===== src/rtl/riscv_mem_arbiter.sv =====
// Fetch/LSU arbiter for a single-port word memory: grants, byte lanes,
// load extension and misaligned/illegal access rejection.
module riscv_mem_arbiter #(
    parameter int DATA_WIDTH = 32
) (
    input  logic                    clk,
    input  logic                    rst_n,
    input  logic                    if_req_i,
    input  logic [DATA_WIDTH-1:0]   if_addr_i,
    output logic                    if_gnt_o,
    output logic                    if_rvalid_o,
    output logic [DATA_WIDTH-1:0]   if_rdata_o,
    input  logic                    d_req_i,
    input  logic                    d_we_i,
    input  logic [2:0]              d_funct3_i,
    input  logic [DATA_WIDTH-1:0]   d_addr_i,
    input  logic [DATA_WIDTH-1:0]   d_wdata_i,
    output logic                    d_gnt_o,
    output logic                    d_rvalid_o,
    output logic [DATA_WIDTH-1:0]   d_rdata_o,
    output logic                    d_err_o,
    output logic                    mem_en_o,
    output logic                    mem_we_o,
    output logic [DATA_WIDTH/8-1:0] mem_be_o,
    output logic [DATA_WIDTH-1:0]   mem_addr_o,
    output logic [DATA_WIDTH-1:0]   mem_wdata_o,
    input  logic [DATA_WIDTH-1:0]   mem_rdata_i
);

    typedef enum logic [1:0] {S_IDLE, S_ACCESS, S_RESP, S_ERR} state_t;

    state_t                  r_state, w_next;
    logic [1:0]              r_streak;
    logic                    r_own_d, r_we;
    logic [2:0]              r_funct3;
    logic [DATA_WIDTH-1:0]   r_addr, r_wdata;

    logic                    w_idle, w_if_gnt, w_d_gnt;
    logic                    w_f3_ok, w_align_ok;
    logic [DATA_WIDTH-1:0]   w_shift, w_load;

    // Grants are gated by rst_n so every output reads 0 while reset is held.
    assign w_idle   = (r_state == S_IDLE) && rst_n;
    assign w_d_gnt  = w_idle && d_req_i && !(if_req_i && (r_streak == 2'd2));
    assign w_if_gnt = w_idle && if_req_i && !w_d_gnt;
    assign if_gnt_o = w_if_gnt;
    assign d_gnt_o  = w_d_gnt;

    always_comb begin
        w_f3_ok    = 1'b0;
        w_align_ok = 1'b1;
        case (d_funct3_i)
            3'b000, 3'b001, 3'b010: w_f3_ok = 1'b1;
            3'b100, 3'b101:         w_f3_ok = !d_we_i;
            default:                w_f3_ok = 1'b0;
        endcase
        case (d_funct3_i[1:0])
            2'b01:   w_align_ok = !d_addr_i[0];
            2'b10:   w_align_ok = (d_addr_i[1:0] == 2'b00);
            default: w_align_ok = 1'b1;
        endcase
    end

    always_ff @(posedge clk or negedge rst_n) begin
        if (!rst_n) begin
            r_state  <= S_IDLE;
            r_streak <= '0;
            r_own_d  <= 1'b0;
            r_we     <= 1'b0;
            r_funct3 <= '0;
            r_addr   <= '0;
            r_wdata  <= '0;
        end else begin
            r_state <= w_next;
            if (w_if_gnt) begin
                r_streak <= '0;
                r_own_d  <= 1'b0;
                r_we     <= 1'b0;
                r_funct3 <= 3'b010;
                r_addr   <= if_addr_i;
                r_wdata  <= '0;
            end else if (w_d_gnt) begin
                if (if_req_i && (r_streak != 2'd2))
                    r_streak <= r_streak + 2'd1;
                r_own_d  <= 1'b1;
                r_we     <= d_we_i;
                r_funct3 <= d_funct3_i;
                r_addr   <= d_addr_i;
                r_wdata  <= d_wdata_i;
            end
        end
    end

    always_comb begin
        w_next = r_state;
        case (r_state)
            S_IDLE: begin
                if (w_if_gnt)
                    w_next = S_ACCESS;
                else if (w_d_gnt)
                    w_next = (w_f3_ok && w_align_ok) ? S_ACCESS : S_ERR;
            end
            S_ACCESS: w_next = S_RESP;
            S_RESP:   w_next = S_IDLE;
            S_ERR:    w_next = S_IDLE;
            default:  w_next = S_IDLE;
        endcase
    end

    // Byte/half lane selected by shifting the word down by the byte offset.
    assign w_shift = mem_rdata_i >> {r_addr[1:0], 3'b000};

    always_comb begin
        case (r_funct3)
            3'b000:  w_load = {{24{w_shift[7]}}, w_shift[7:0]};
            3'b001:  w_load = {{16{w_shift[15]}}, w_shift[15:0]};
            3'b100:  w_load = {24'h0, w_shift[7:0]};
            3'b101:  w_load = {16'h0, w_shift[15:0]};
            default: w_load = mem_rdata_i;
        endcase
    end

    always_comb begin
        mem_en_o    = 1'b0;
        mem_we_o    = 1'b0;
        mem_be_o    = '0;
        mem_addr_o  = '0;
        mem_wdata_o = '0;
        if_rvalid_o = 1'b0;
        if_rdata_o  = '0;
        d_rvalid_o  = 1'b0;
        d_rdata_o   = '0;
        d_err_o     = 1'b0;
        case (r_state)
            S_ACCESS: begin
                mem_en_o   = 1'b1;
                mem_addr_o = {r_addr[DATA_WIDTH-1:2], 2'b00};
                mem_be_o   = '1;
                if (r_own_d && r_we) begin
                    mem_we_o = 1'b1;
                    case (r_funct3[1:0])
                        2'b00: begin
                            mem_be_o    = 4'b0001 << r_addr[1:0];
                            mem_wdata_o = {4{r_wdata[7:0]}};
                        end
                        2'b01: begin
                            mem_be_o    = r_addr[1] ? 4'b1100 : 4'b0011;
                            mem_wdata_o = {2{r_wdata[15:0]}};
                        end
                        default: mem_wdata_o = r_wdata;
                    endcase
                end
            end
            S_RESP: begin
                if (r_own_d) begin
                    d_rvalid_o = 1'b1;
                    if (!r_we)
                        d_rdata_o = w_load;
                end else begin
                    if_rvalid_o = 1'b1;
                    if_rdata_o  = mem_rdata_i;
                end
            end
            S_ERR: begin
                d_rvalid_o = 1'b1;
                d_err_o    = 1'b1;
            end
            default: ;
        endcase
    end

endmodule


===== config.mk =====
export PLATFORM = sky130hd
export DESIGN_NAME = riscv_mem_arbiter
export DESIGN_NICKNAME = d
export VERILOG_FILES = /design/src/rtl/riscv_mem_arbiter.sv
export SDC_FILE = /design/constraint.sdc
export NUM_CORES = 1
export LEC_CHECK = 0
export ABC_AREA = 1
export ABC_CLOCK_PERIOD_IN_PS = 2100
export CAP_MARGIN = 0
export CELL_PAD_IN_SITES_DETAIL_PLACEMENT = 0
export CELL_PAD_IN_SITES_GLOBAL_PLACEMENT = 2
export CORE_AREA = 2 2 161 163
export CTS_CLUSTER_DIAMETER = 60
export DETAILED_ROUTE_END_ITERATION = 10
export DIE_AREA = 0 0 163 165
export PLACE_DENSITY_LB_ADDON = 0.1
export SYNTH_ARGS = -nofsm -noshare
export SYNTH_HDL_FRONTEND = slang
export SYNTH_SLANG_ARGS = --single-unit
export TNS_END_PERCENT = 5

===== constraint.sdc =====
create_clock -name clk -period 2.1 [get_ports clk]
set_input_delay 0.42 -clock clk [delete_from_list [all_inputs] [get_ports clk]]
set_output_delay 0.42 -clock clk [all_outputs]
set_load 0.02 [all_outputs]

==> flow_results.xml <==
<?xml version="1.0" encoding="UTF-8"?>
<metrics>
  <group name="power_and_ir_drop">
    <metric name="post-layout-total-power" unit="mW">8.83</metric>
    <metric name="static-leakage-power" unit="nW">4.20</metric>
    <metric name="ir_worst_vdd" unit="mV">0.339</metric>
    <metric name="power_density" unit="nW/µm²">1010</metric>
  </group>
  <group name="clock_network">
    <metric name="tritoncts.num_buffers" unit="">9</metric>
    <metric name="htree_levels" unit="">3</metric>
    <metric name="clock_path_buffers" unit="">2</metric>
    <metric name="cts_sinks" unit="">73</metric>
    <metric name="tritoncts_clock_tree" unit="">done</metric>
    <metric name="clock_insertion_delay_worst_skew" unit="ns">0.34</metric>
    <metric name="clk_pin_slew_worst_paths" unit="ns">0.06</metric>
    <metric name="ctsRootBufferMaster" unit="">sky130_fd_sc_hd__clkbuf_16</metric>
  </group>
  <group name="synth">
    <metric name="syn_avg_cell_area" unit="µm²">6.60</metric>
    <metric name="synth_ff_type" unit="">sky130_fd_sc_hd__dfrtp_1</metric>
    <metric name="sequential_fraction_of_the_synthesis_area" unit="%">38.6</metric>
    <metric name="synth-warning-count" unit="">0</metric>
    <metric name="synth_edf_count" unit="">0</metric>
    <metric name="flops_latches_synth" unit="">73</metric>
    <metric name="ys_async_sr_fraction" unit="%">100</metric>
    <metric name="post_synth_instance_area" unit="µm²">4740</metric>
    <metric name="ys_types" unit="">33</metric>
    <metric name="syn-instance-count" unit="">718</metric>
  </group>
  <group name="worst_setup_path">
    <metric name="crit_path_top_delay_cell" unit="">sky130_fd_sc_hd__dfrtp_2</metric>
    <metric name="cp.required" unit="ns">1.68</metric>
    <metric name="critPathBufInv" unit="">2</metric>
    <metric name="worst-endpoint-arrival" unit="ns">1.85</metric>
    <metric name="crit_path_start_kind" unit="">flip-flop</metric>
    <metric name="crit_family" unit="">simple AND/OR/NAND/NOR gates</metric>
    <metric name="crit_path_end_kind" unit="">output pin</metric>
    <metric name="timing.critical_path.fanout_max" unit="">8</metric>
    <metric name="crit_type" unit="">reg2out</metric>
    <metric name="critical_path.cell_chain" unit="">buf_6 -&gt; nor2_4 -&gt; nand2_1 -&gt; nand3_2 -&gt; nand3_4 -&gt; nand2_8 -&gt; nand2_8 -&gt; nor2_4 -&gt; buf_6</metric>
    <metric name="critical_path.max_stage_delay" unit="ns">0.44</metric>
  </group>
  <group name="die">
    <metric name="fp.dieArea" unit="µm²">26900</metric>
    <metric name="fp-row-count" unit="">58</metric>
    <metric name="die_x" unit="µm">163</metric>
    <metric name="core_area" unit="µm²">25000</metric>
    <metric name="die_h" unit="µm">165</metric>
    <metric name="initial_utilization" unit="%">18.9</metric>
    <metric name="pin_count" unit="">275</metric>
  </group>
  <group name="drt">
    <metric name="first_drt_iteration_drcs" unit="">170</metric>
    <metric name="route.antenna.remaining_nets" unit="">0</metric>
    <metric name="routed_via_density" unit="">4.28</metric>
    <metric name="routedWlPerCell" unit="µm">16.2</metric>
    <metric name="drcViolationCount" unit="">0</metric>
    <metric name="vias" unit="">5929</metric>
    <metric name="first_pass_iters" unit="">4</metric>
    <metric name="drt_wl_total" unit="mm">22.4</metric>
  </group>
  <group name="placement">
    <metric name="post-place-ws" unit="ns">-0.676</metric>
    <metric name="place_area" unit="µm²">8410</metric>
    <metric name="place_hpwl" unit="mm">17.0</metric>
    <metric name="port_buffers" unit="">272</metric>
    <metric name="rd_place_congestion" unit="">0.759</metric>
  </group>
  <group name="layout">
    <metric name="syn_to_final_growth" unit="%">85.2</metric>
    <metric name="layout-drive-gt1-share" unit="%">29.7</metric>
    <metric name="num_antenna_cells" unit="">0</metric>
    <metric name="final_design_area_no_fill" unit="µm²">8780</metric>
    <metric name="ff_latch_area" unit="µm²">1830</metric>
    <metric name="finalNetCount" unit="">1189</metric>
    <metric name="mostFrequentLayoutCells" unit="">162 x sky130_fd_sc_hd__nand2_1, 132 x sky130_fd_sc_hd__clkdlybuf4s50_1, 111 x sky130_fd_sc_hd__nor2_1</metric>
    <metric name="multiInputGateArea" unit="µm²">2750</metric>
    <metric name="n_fill_cell" unit="">2750</metric>
    <metric name="final_common_cell" unit="">sky130_fd_sc_hd__nand2_1</metric>
  </group>
  <group name="timing">
    <metric name="finClkSkew" unit="ns">0.00721</metric>
    <metric name="slew_violations" unit="">0</metric>
    <metric name="tightestPinTransition" unit="ns">0.648</metric>
    <metric name="rsz0062_at_grt" unit="">yes</metric>
    <metric name="timing.max_slew.rel_slack" unit="%">56.8</metric>
    <metric name="max_freq" unit="GHz">0.440</metric>
    <metric name="finalSetupTns" unit="ns">-3.00</metric>
    <metric name="setup_viol_count_final" unit="">37</metric>
    <metric name="hold_viol" unit="">0</metric>
    <metric name="layout_min_cycle_time" unit="ns">2.27</metric>
    <metric name="layout_worst_path_cycle_share" unit="%">108</metric>
    <metric name="final_critical_path_setup_slack" unit="ns">-0.174</metric>
  </group>
  <group name="global_route">
    <metric name="first_pass_grt_wire_length" unit="mm">33.4</metric>
    <metric name="grt_pass1_vias" unit="">5907</metric>
    <metric name="grt_max_degree" unit="">48</metric>
    <metric name="grt_antenna_before_repair" unit="">1</metric>
    <metric name="grt_util_all_layers" unit="%">16.2</metric>
    <metric name="overflow" unit="">0</metric>
  </group>
  <group name="status">
    <metric name="outcome" unit="">finished with violations</metric>
    <metric name="failed_checks" unit="">negative setup slack</metric>
  </group>
  <group name="worst_hold_path">
    <metric name="min_path_type" unit="">in2async</metric>
  </group>
  <group name="run">
    <metric name="drv.max_cap_violation_count" unit="">0</metric>
  </group>
</metrics>
[metal layers]
metal | global-route usage, % | vias to the layer above | part of all wire [%]
met2 | 27.4 | 195 | 47
met4 | 3.30 | 2 | 0.95
met5 | 0 | - | 0.063
met1 | 20.6 | 2757 | 45
met3 | 4.67 | 19 | 7.1
li1 | - | 2956 | -
[flip-flops by register name, indices dropped and copies added (netlist names)]
signal,count
r_streak,2
r_wdata,32
r_addr,32
r_funct3,3
r_own_d,1
r_state,2
r_we,1
[area by class of cell]
cell class / count / area share [%]
clock buffer: 10 / 2.61
clock inverter: 6 / 0.485
timing repair buffer: 360 / 36.2
multi-input combinational: 518 / 31.4
sequential: 73 / 20.9
inverter: 87 / 3.81
tap: 330 / 4.70
[worst register-to-register path, stage by stage, from the launching register on]
cell	delay (ns)
sky130_fd_sc_hd__dfrtp_1	0.41
sky130_fd_sc_hd__buf_4	0.17
sky130_fd_sc_hd__nor2_4	0.14
sky130_fd_sc_hd__nand3_2	0.12
sky130_fd_sc_hd__a21oi_4	0.17
sky130_fd_sc_hd__buf_4	0.48
sky130_fd_sc_hd__nand2_1	0.15
sky130_fd_sc_hd__o21ai_0	0.10
[final timing paths]
kind                       slack, ns                   start                      to  cells past startpoint
hold reg to reg                 0.49  r_addr[12]$_DFFE_PN0P_  r_addr[12]$_DFFE_PN0P_                      2
max in group asynchronous       0.95                   rst_n   r_addr[1]$_DFFE_PN0P_                      3
setup / recovery               -0.17   r_addr[1]$_DFFE_PN0P_           d_rdata_o[22]                      9
hold / removal                  0.12                   rst_n  r_addr[18]$_DFFE_PN0P_                      2
min in group clk                0.49  r_addr[12]$_DFFE_PN0P_  r_addr[12]$_DFFE_PN0P_                      2
setup reg to reg                0.29  r_state[1]$_DFFE_PN0P_        r_we$_DFFE_PN0P_                      7
[cells by family after synthesis]
family                   after synthesis  share of synthesized area [%]
AND/OR/NAND/NOR                      391                           34.2
buffers and inverters                129                           11.0
AO/OA/AOI/OAI                        120                           15.1
flip-flops                            73                           38.6
adder cells (fa/ha/maj)                4                           1.06
other                                  1                         0.0791
[power breakdown]
group | internal [mW] | leakage, nW | switching [mW]
clock network | 0.803 | 0.129 | 0.645
registers | 2.00 | 0.926 | 0.366
logic | 2.07 | 3.15 | 2.95
[what timing repair did]
action                                  in CTS  in global routing
hold buffers                                 0                  0
pin swaps                                    6                 14
resized for setup                          315                346
gates cloned                                 1                  0
buffers inserted                             1                  5
endpoints found under the setup margin     134                134
[through the flow]
stage | instances | util [%] | hold WS [ns]
2_1_floorplan | 719 | - | 0.124
3_3_place_gp | 1361 | 33.6 | 0.481
3_5_place_dp | 1361 | 33.6 | 0.485
4_1_cts | 1379 | 34.4 | 0.130
5_1_grt | 1384 | 35.1 | 0.143
6_report | 1384 | 35.1 | 0.120
[Yosys cell counts (2+ instances only)]
| cell | number | area share, % |
|---|---|---|
| sky130_fd_sc_hd__o21ai_0 | 51 | 5.4 |
| sky130_fd_sc_hd__dfrtp_1 | 73 | 39 |
| sky130_fd_sc_hd__a211oi_1 | 2 | 0.32 |
| sky130_fd_sc_hd__clkbuf_1 | 23 | 1.8 |
| sky130_fd_sc_hd__o21ai_1 | 2 | 0.21 |
| sky130_fd_sc_hd__a22oi_1 | 5 | 0.79 |
| sky130_fd_sc_hd__clkinv_1 | 3 | 0.24 |
| sky130_fd_sc_hd__buf_4 | 4 | 0.63 |
| sky130_fd_sc_hd__buf_2 | 13 | 1.4 |
| sky130_fd_sc_hd__nor2_2 | 2 | 0.26 |
| sky130_fd_sc_hd__nand2_1 | 165 | 13 |
| sky130_fd_sc_hd__nor2_1 | 138 | 11 |
| sky130_fd_sc_hd__inv_2 | 5 | 0.40 |
| sky130_fd_sc_hd__nand2_2 | 2 | 0.26 |
| sky130_fd_sc_hd__a21oi_1 | 27 | 2.9 |
| sky130_fd_sc_hd__ha_1 | 4 | 1.1 |
| sky130_fd_sc_hd__inv_1 | 79 | 6.3 |
| sky130_fd_sc_hd__nor2_4 | 2 | 0.48 |
| sky130_fd_sc_hd__a22o_1 | 15 | 2.8 |
| sky130_fd_sc_hd__nand3_2 | 2 | 0.42 |
| sky130_fd_sc_hd__nand3_1 | 78 | 8.2 |
| sky130_fd_sc_hd__o22ai_1 | 12 | 1.6 |
(Power assumes the default switching activity.)
